[config.mk]
export PLATFORM = sky130hd
export DESIGN_NAME = compute_unit_pipe
export DESIGN_NICKNAME = d
export VERILOG_FILES = /design/src/rtl/compute_unit_pipe.sv
export SDC_FILE = /design/constraint.sdc
export NUM_CORES = 1
export LEC_CHECK = 0
export ABC_AREA = 1
export CAP_MARGIN = 0
export CELL_PAD_IN_SITES_DETAIL_PLACEMENT = 2
export CELL_PAD_IN_SITES_GLOBAL_PLACEMENT = 2
export CORE_UTILIZATION = 40
export DETAILED_ROUTE_END_ITERATION = 10
export PLACE_DENSITY_LB_ADDON = 0.2
export SYNTH_ARGS = -nofsm -noshare
export SYNTH_HDL_FRONTEND = slang
export SYNTH_SLANG_ARGS = --single-unit
[constraint.sdc]
create_clock -name clk -period 8.3 [get_ports clk]
set_input_delay 0.83 -clock clk [delete_from_list [all_inputs] [get_ports clk]]
set_output_delay 0.83 -clock clk [all_outputs]
set_load 0.02 [all_outputs]
[src/rtl/compute_unit_pipe.sv]
// Register-file compute unit: one instruction per cycle over valid/ready,
// single-cycle ALU ops, iterative shift-add multiply, one-entry output buffer.
module compute_unit_pipe #(
    parameter int DATA_W = 8,
    parameter int NREGS  = 16,
    localparam int RIDW  = $clog2(NREGS),
    localparam int IW    = 4 + 3 * RIDW
) (
    input  logic              clk,
    input  logic              rstn,
    input  logic              in_valid,
    output logic              in_ready,
    input  logic [IW-1:0]     instruction,
    output logic              out_valid,
    input  logic              out_ready,
    output logic [DATA_W-1:0] out_data,
    output logic [RIDW-1:0]   out_reg_id,
    output logic              out_zero,
    output logic              out_carry,
    output logic              out_err
);

    localparam int SHW  = $clog2(DATA_W);
    localparam int IMMW = 2 * RIDW;
    localparam int CPW  = (IMMW < DATA_W) ? IMMW : DATA_W;
    localparam int CNTW = $clog2(DATA_W + 1);

    typedef enum logic [3:0] {
        OP_NOP  = 4'h0,
        OP_LOAD = 4'h1,
        OP_ADD  = 4'h2,
        OP_SUB  = 4'h3,
        OP_AND  = 4'h4,
        OP_OR   = 4'h5,
        OP_NOT  = 4'h6,
        OP_XOR  = 4'h7,
        OP_SHL  = 4'h8,
        OP_SHR  = 4'h9,
        OP_MUL  = 4'hA
    } op_e;

    typedef enum logic {
        RUN,
        MUL_BUSY
    } state_e;

    state_e state;
    state_e state_next;

    logic [DATA_W-1:0] regs [NREGS];

    op_e               op;
    logic [RIDW-1:0]   tgt;
    logic [RIDW-1:0]   src0;
    logic [RIDW-1:0]   src1;
    logic [DATA_W-1:0] a;
    logic [DATA_W-1:0] b;
    logic [DATA_W-1:0] imm;

    logic [DATA_W-1:0] alu_res;
    logic              alu_carry;
    logic              alu_err;
    logic [DATA_W:0]   sum;

    logic [DATA_W-1:0] mul_acc;
    logic [DATA_W-1:0] mul_mcand;
    logic [DATA_W-1:0] mul_mplier;
    logic [RIDW-1:0]   mul_tgt;
    logic [CNTW-1:0]   mul_cnt;
    logic [DATA_W-1:0] mul_sum;

    logic              accept;
    logic              load_buf;
    logic              wr_en;
    logic [RIDW-1:0]   wr_idx;
    logic [DATA_W-1:0] wr_data;
    logic              res_carry;
    logic              res_err;
    logic              mul_start;

    assign op   = op_e'(instruction[IW-1 -: 4]);
    assign tgt  = instruction[3*RIDW-1 -: RIDW];
    assign src0 = instruction[2*RIDW-1 -: RIDW];
    assign src1 = instruction[RIDW-1:0];
    assign a    = regs[src0];
    assign b    = regs[src1];
    assign imm  = DATA_W'(instruction[CPW-1:0]);

    assign in_ready = rstn && (state == RUN) && (!out_valid || out_ready);
    assign accept   = in_valid && in_ready;

    // Final partial product is folded in combinationally so the last step can write back directly.
    assign mul_sum = mul_acc + (mul_mplier[0] ? mul_mcand : '0);

    always_comb begin
        alu_res   = '0;
        alu_carry = 1'b0;
        alu_err   = 1'b0;
        sum       = {1'b0, a} + {1'b0, b};
        case (op)
            OP_LOAD: alu_res = imm;
            OP_ADD: begin
                alu_res   = sum[DATA_W-1:0];
                alu_carry = sum[DATA_W];
            end
            OP_SUB: begin
                alu_res   = a - b;
                alu_carry = (a < b);
            end
            OP_AND:  alu_res = a & b;
            OP_OR:   alu_res = a | b;
            OP_NOT:  alu_res = ~a;
            OP_XOR:  alu_res = a ^ b;
            OP_SHL:  alu_res = a << b[SHW-1:0];
            OP_SHR:  alu_res = a >> b[SHW-1:0];
            OP_NOP, OP_MUL: alu_res = '0;
            default: alu_err = 1'b1;
        endcase
    end

    always_comb begin
        state_next = state;
        load_buf   = 1'b0;
        wr_en      = 1'b0;
        wr_idx     = tgt;
        wr_data    = alu_res;
        res_carry  = alu_carry;
        res_err    = alu_err;
        mul_start  = 1'b0;
        case (state)
            RUN: begin
                if (accept && op != OP_NOP) begin
                    if (op == OP_MUL) begin
                        state_next = MUL_BUSY;
                        mul_start  = 1'b1;
                    end else begin
                        load_buf = 1'b1;
                        wr_en    = !alu_err;
                    end
                end
            end
            MUL_BUSY: begin
                if (mul_cnt == CNTW'(1)) begin
                    state_next = RUN;
                    load_buf   = 1'b1;
                    wr_en      = 1'b1;
                    wr_idx     = mul_tgt;
                    wr_data    = mul_sum;
                    res_carry  = 1'b0;
                    res_err    = 1'b0;
                end
            end
            default: state_next = RUN;
        endcase
    end

    always_ff @(posedge clk) begin
        if (!rstn) begin
            state <= RUN;
        end else begin
            state <= state_next;
        end
    end

    always_ff @(posedge clk) begin
        if (!rstn) begin
            for (int i = 0; i < NREGS; i++) begin
                regs[i] <= '0;
            end
        end else if (wr_en) begin
            regs[wr_idx] <= wr_data;
        end
    end

    // Multiplicand shifts left and multiplier shifts right, one bit per cycle.
    always_ff @(posedge clk) begin
        if (!rstn) begin
            mul_acc    <= '0;
            mul_mcand  <= '0;
            mul_mplier <= '0;
            mul_tgt    <= '0;
            mul_cnt    <= '0;
        end else if (mul_start) begin
            mul_acc    <= '0;
            mul_mcand  <= a;
            mul_mplier <= b;
            mul_tgt    <= tgt;
            mul_cnt    <= CNTW'(DATA_W);
        end else if (state == MUL_BUSY) begin
            mul_acc    <= mul_sum;
            mul_mcand  <= mul_mcand << 1;
            mul_mplier <= mul_mplier >> 1;
            mul_cnt    <= mul_cnt - CNTW'(1);
        end
    end

    always_ff @(posedge clk) begin
        if (!rstn) begin
            out_valid  <= 1'b0;
            out_data   <= '0;
            out_reg_id <= '0;
            out_zero   <= 1'b0;
            out_carry  <= 1'b0;
            out_err    <= 1'b0;
        end else if (load_buf) begin
            out_valid  <= 1'b1;
            out_data   <= wr_data;
            out_reg_id <= wr_idx;
            out_zero   <= (wr_data == '0);
            out_carry  <= res_carry;
            out_err    <= res_err;
        end else if (out_valid && out_ready) begin
            out_valid  <= 1'b0;
        end
    end

endmodule

; After elaboration in Yosys (flattened, before gate mapping)
; Memories as Yosys holds them, arrays and structs flattened.
; Cells that the tools add are included.
[op_classes]
addsub = 4
n_lt_le_gt_ge = 1
n_eq_ne = 11
shift = 2
n_mux = 39
bitwise = 6
reduce_logical = 15
[op_table]
columns = op, count
row1 = $pmux W8 S9, 1
row2 = $mux W8, 8
row3 = $mux W1, 21
row4 = $mux W4, 5
row5 = $eq A4 B3 Y1 const B, 4
row6 = $eq A4 B4 Y1 const B, 3
row7 = $reduce_or A11 Y1, 1
row8 = $add A8 B8 Y9, 1
row9 = $add A8 B8 Y8, 1
row10 = $and A8 B8 Y8, 1
row11 = $eq A4 B1 Y1 const B, 2
row12 = $eq A4 B2 Y1 const B, 2
row13 = $logic_not A8 Y1, 1
row14 = $lt A8 B8 Y1, 1
row15 = $not A8 Y8, 1
row16 = $or A8 B8 Y8, 1
row17 = $pmux W1 S2, 4
row18 = $reduce_or A8 Y1, 1
row19 = $shl A8 B3 Y8, 1
row20 = $shr A8 B3 Y8, 1
row21 = $sub A8 B8 Y8, 1
row22 = $xor A8 B8 Y8, 1
row23 = $logic_and A1 B1 Y1, 5
row24 = $logic_not A4 Y1, 1
row25 = 7 further kinds, 9
[word_totals]
regBits = 49
ram_bits = 128
in_bits = 20
out_inout_bits = 17
wordCells = 92
mem_count = 1
[mem_list]
columns = memory, words, width, read_ports, rd_clocked_by_memory_dff, wr, line_no
row1 = regs, 16, 8, 2, 0, 16, 50  ; logic [DATA_W-1:0] regs [NREGS];

; Logic depth before layout (Yosys ltp)
[depth]
depth_word = 12
mapped_depth = 29
mapped_depth_nobuf = 26

; Worst setup path before layout
; Ideal clock, no wire load.
[synth_path]
path_kind = in2reg
startpoint = in instruction[0]
endpoint = mem regs[4][6], data pin
setup_ps = 261
arrival_ps = 3751
t_required_ps = 8039
setup_slack_ps = 4288
cell_stages = 23
path_buffers = 5
path_cell_list = buf_6 -> buf_2 -> clkbuf_1 -> buf_1 -> a21oi_1 -> o221ai_1 -> nand2_1 -> inv_1 -> ha_1 -> inv_1 -> a21o_1 -> nand2_1 -> nand3_1 -> a21oi_1 -> o21ai_0 -> nand3_1 -> nor2_1 -> nand2_1 -> inv_1 -> nand2_1 -> a21boi_4 -> buf_2 -> nor2_1
[synth_rtl]
columns = item, line_no
row1 = "start, declared", 13  ; input logic [IW-1:0] instruction,
row2 = "end, declared", 50

; Final worst setup path
[layout_path]
startpoint = in instruction[2]
endpoint = reg out_zero
[layout_via]
elab_chain_cells = 6
word_cells_on_any_way = 12
classes_between = add/sub: 2 / shift: 2 / mux: 3 / bitwise: 3 / reduce/logical: 1 / memory: 1
[layout_rtl]
columns = item, line_no
row1 = $mem_v2 Z16 W8, -
row2 = "$sub A8 B8 Y8, or another cell as far along", 107  ; alu_res = a - b;
row3 = $pmux W8 S9 *, 100  ; case (op)
row4 = $mux W8, 143  ; if (mul_cnt == CNTW'(1)) begin
row5 = $mux W8 *, 130  ; case (state)
row6 = $logic_not A8 Y1 *, 209  ; out_zero <= (wr_data == '0);
row7 = "end signal, assigned", 209
row8 = "end, declared", 18  ; output logic out_zero,
; Every way passes the cells marked *; elsewhere a longest branch is shown, timed or not.
; A chain may end at the register's enable or synchronous reset.

==> impl_metrics.env <==
export IMPL_die_w_um=171
export IMPL_die_area_sq_um=29200
export IMPL_layout_nets=1552
export IMPL_num_antenna_cells=0
export IMPL_synth_top_flop_cell="edfxtp_1"
export IMPL_holdBufCountCts=0
export IMPL_ys_seq_elements=177
export IMPL_fmax_ghz=0.166
export IMPL_totalWireLength_mm=46.9
export IMPL_layout_common_cells="nand2_1 (292), nor2_1 (240), inv_1 (166), nand3_1 (135), edfxtp_1 (128)"
export IMPL_port_buffers=36
export IMPL_drc_errors=0
export IMPL_synth_warnings=0
export IMPL_irDropWorstVdd_v=0.000100
export IMPL_cts_buffers=17
export IMPL_worst_endpoint_required_ps=8670
export IMPL_cp_max_fo=19
export IMPL_first_iter_violations=952
export IMPL_initial_core_util_pct=40.8
export IMPL_grt_pass1_vias=11730
export IMPL_firstDrtPassIters=5
export IMPL_hp_start="mul_cnt[2]"
export IMPL_tightest_slew_ps=954
export IMPL_finalHoldViolCount=0
export IMPL_routabilityCongestion=0.853
export IMPL_r2r_start="regs[6][2]"
export IMPL_synth_cell_types=47
export IMPL_antenna_found_initial=0
export IMPL_worstSkewPairLatency_ps=450
export IMPL_wl_per_cell_um=24.9
export IMPL_netlist_area_sq_um=11400
export IMPL_rows=61
export IMPL_track_usage_pct=33.0
export IMPL_cts_tree="done"
export IMPL_die_height_um=171
export IMPL_cellLeakagePower_uw=0.00513
export IMPL_finClkSkew_ps=21.9
export IMPL_tns_ps=0
export IMPL_vias=11080
export IMPL_syn_avg_cell_area_sq_um=7.57
export IMPL_finalCriticalPeriod_ps=6020
export IMPL_ys_top_cells_by_area="edfxtp_1 (34%), nand2_1 (9.6%), dfxtp_1 (8.6%)"
export IMPL_synth_top_area_share_pct=33.7
export IMPL_synth_edf_count=128
export IMPL_synth_nets=1563
export IMPL_root_buffer="clkbuf_16"
export IMPL_drtAntennaViolNets=0
export IMPL_synth_top_area_cell="edfxtp_1"
export IMPL_relSlewSlack_pct=35.7
export IMPL_timing_final_crit_share_pct=72.5
export IMPL_syn_to_final_growth_pct=9.22
export IMPL_htree_levels=4
export IMPL_grt_start_max_net_pins=72
export IMPL_status="completed"
export IMPL_final_common_cell="nand2_1"
export IMPL_worstSetupPathType="in -> reg"
export IMPL_drive_gt1_share_pct=7.03
export IMPL_cts_resized=0
export IMPL_hpwl_mm=31.6
export IMPL_top_level_ports=37
export IMPL_vias_per_cell=5.87
export IMPL_grt_pass1_wl_mm=71.0
export IMPL_drv_slew=0
export IMPL_cp_arrival_ps=6390
export IMPL_async_reset_ff_share_pct=0
export IMPL_cap_violations=0
export IMPL_cts_setup_buffers=0
export IMPL_clk_pin_slew_ps=80
export IMPL_grt_overflow=0
export IMPL_worstSetupStartpoint="instruction[2]"
export IMPL_design_core_area_sq_um=27900
export IMPL_setup_ws_ps=2280
export IMPL_syn_inst=1506
export IMPL_p_per_area_nw_per_um2=185
export IMPL_rsz0062_at_grt="no"
export IMPL_hp_class="reg -> reg"
export IMPL_cts_sinks=177
export IMPL_place_ws_ps=2050
export IMPL_clockBufferDepth=2
export IMPL_crit_path_end_kind="flop"
export IMPL_startpoint_type="input port"
export IMPL_setup_viol=0
export IMPL_ys_seq_area_share_pct=42.3
## metal layers
layer | vias up | global-route usage (%) | part of all wire (%)
met2 | 365 | 55.4 | 48
met4 | 0 | 10.4 | 2.4
met1 | 5675 | 43.7 | 44
met3 | 69 | 4.93 | 5.3
li1 | 4971 | - | -
met5 | - | 0 | 0
## logic make-up after synthesis
group	share of synthesized area, %
xor+xnor	0.538
fa+ha+maj	4.26
compound gates	15.3
flops	42.3
simple gates	27.3
buf+inv	10.2
## synth_stat cells (2+ instances only)
cell	n
a21boi_4	3
a21o_1	2
a21oi_1	80
a221oi_1	5
buf_1	4
buf_2	28
buf_4	6
buf_6	13
clkbuf_1	25
clkinv_1	4
dfxtp_1	49
edfxtp_1	128
fa_1	3
ha_1	34
inv_1	166
inv_2	21
nand2_1	292
nand2_2	13
nand2_4	4
nand3_1	135
nand3_2	6
nand3b_1	2
nand4_1	4
nor2_1	240
nor3_1	7
nor3_2	5
o211ai_1	59
o21a_1	2
o21ai_0	100
o21ai_1	6
o221ai_1	8
o22ai_1	18
o31ai_1	2
or2_0	2
or2_1	8
or2_2	6
xnor2_1	2
xor2_1	5
## final cells by class
type,instances,area (sq um)
flip-flops and latches,177,4820
well taps,378,473
fillers,3321,15500
multi-input cells,1061,5410
inverters,192,726
clock inverters,14,149
clock buffers,18,429
repair buffers,46,440
## critical path: stages
cell	delay, ps
clkdlybuf4s50_1	460
buf_4	280
clkinv_1	700
nand3_1	360
nand3_1	190
nand2_1	410
inv_1	240
ha_1	550
inv_1	170
a21oi_1	220
o21a_1	130
o21ai_0	140
nor2_1	130
nor2_1	60
nor2_1	250
nand2_1	100
clkinv_1	60
nand2_2	70
a21boi_4	550
nand2_1	130
nor2_1	120
nand2_1	80
a21oi_2	120
## sequential cells by signal, indices dropped and copies added (netlist names), 4 cells and up
name	flops
out_reg_id	4
mul_mcand	8
mul_acc	8
mul_cnt	4
regs	128
out_data	8
mul_tgt	4
mul_mplier	8
## power breakdown
part	internal (uW)	switching (uW)	leakage, uW	total [uW]
clock	402	426	0.000277	827
sequential	972	15.0	0.00173	987
combinational	127	360	0.00312	487
total	1500	801	0.00513	2300
## final timing paths
path / slack [ps] / depth (start not counted) / to
hold / removal: 470 / 2 / mul_cnt[2]
setup reg to reg: 3660 / 23 / out_zero
setup / recovery: 2280 / 23 / out_zero
hold reg to reg: 470 / 2 / mul_cnt[2]
## per-stage QoR
step                      total power, uW  cells  hold slack [ps]  cell area [sq um]  utilization (%)
after CTS                            2300   1886              472              12500             44.6
after global routing                 2370   1886              496              12500             44.6
after floorplan                      1310   1506              443              11400                -
after detailed placement             1480   1854              460              11900             42.5
final                                2300   1886              470              12500             44.6
after global placement               1460   1854              450              11900             42.5
Power figures use the tool's default switching activity.
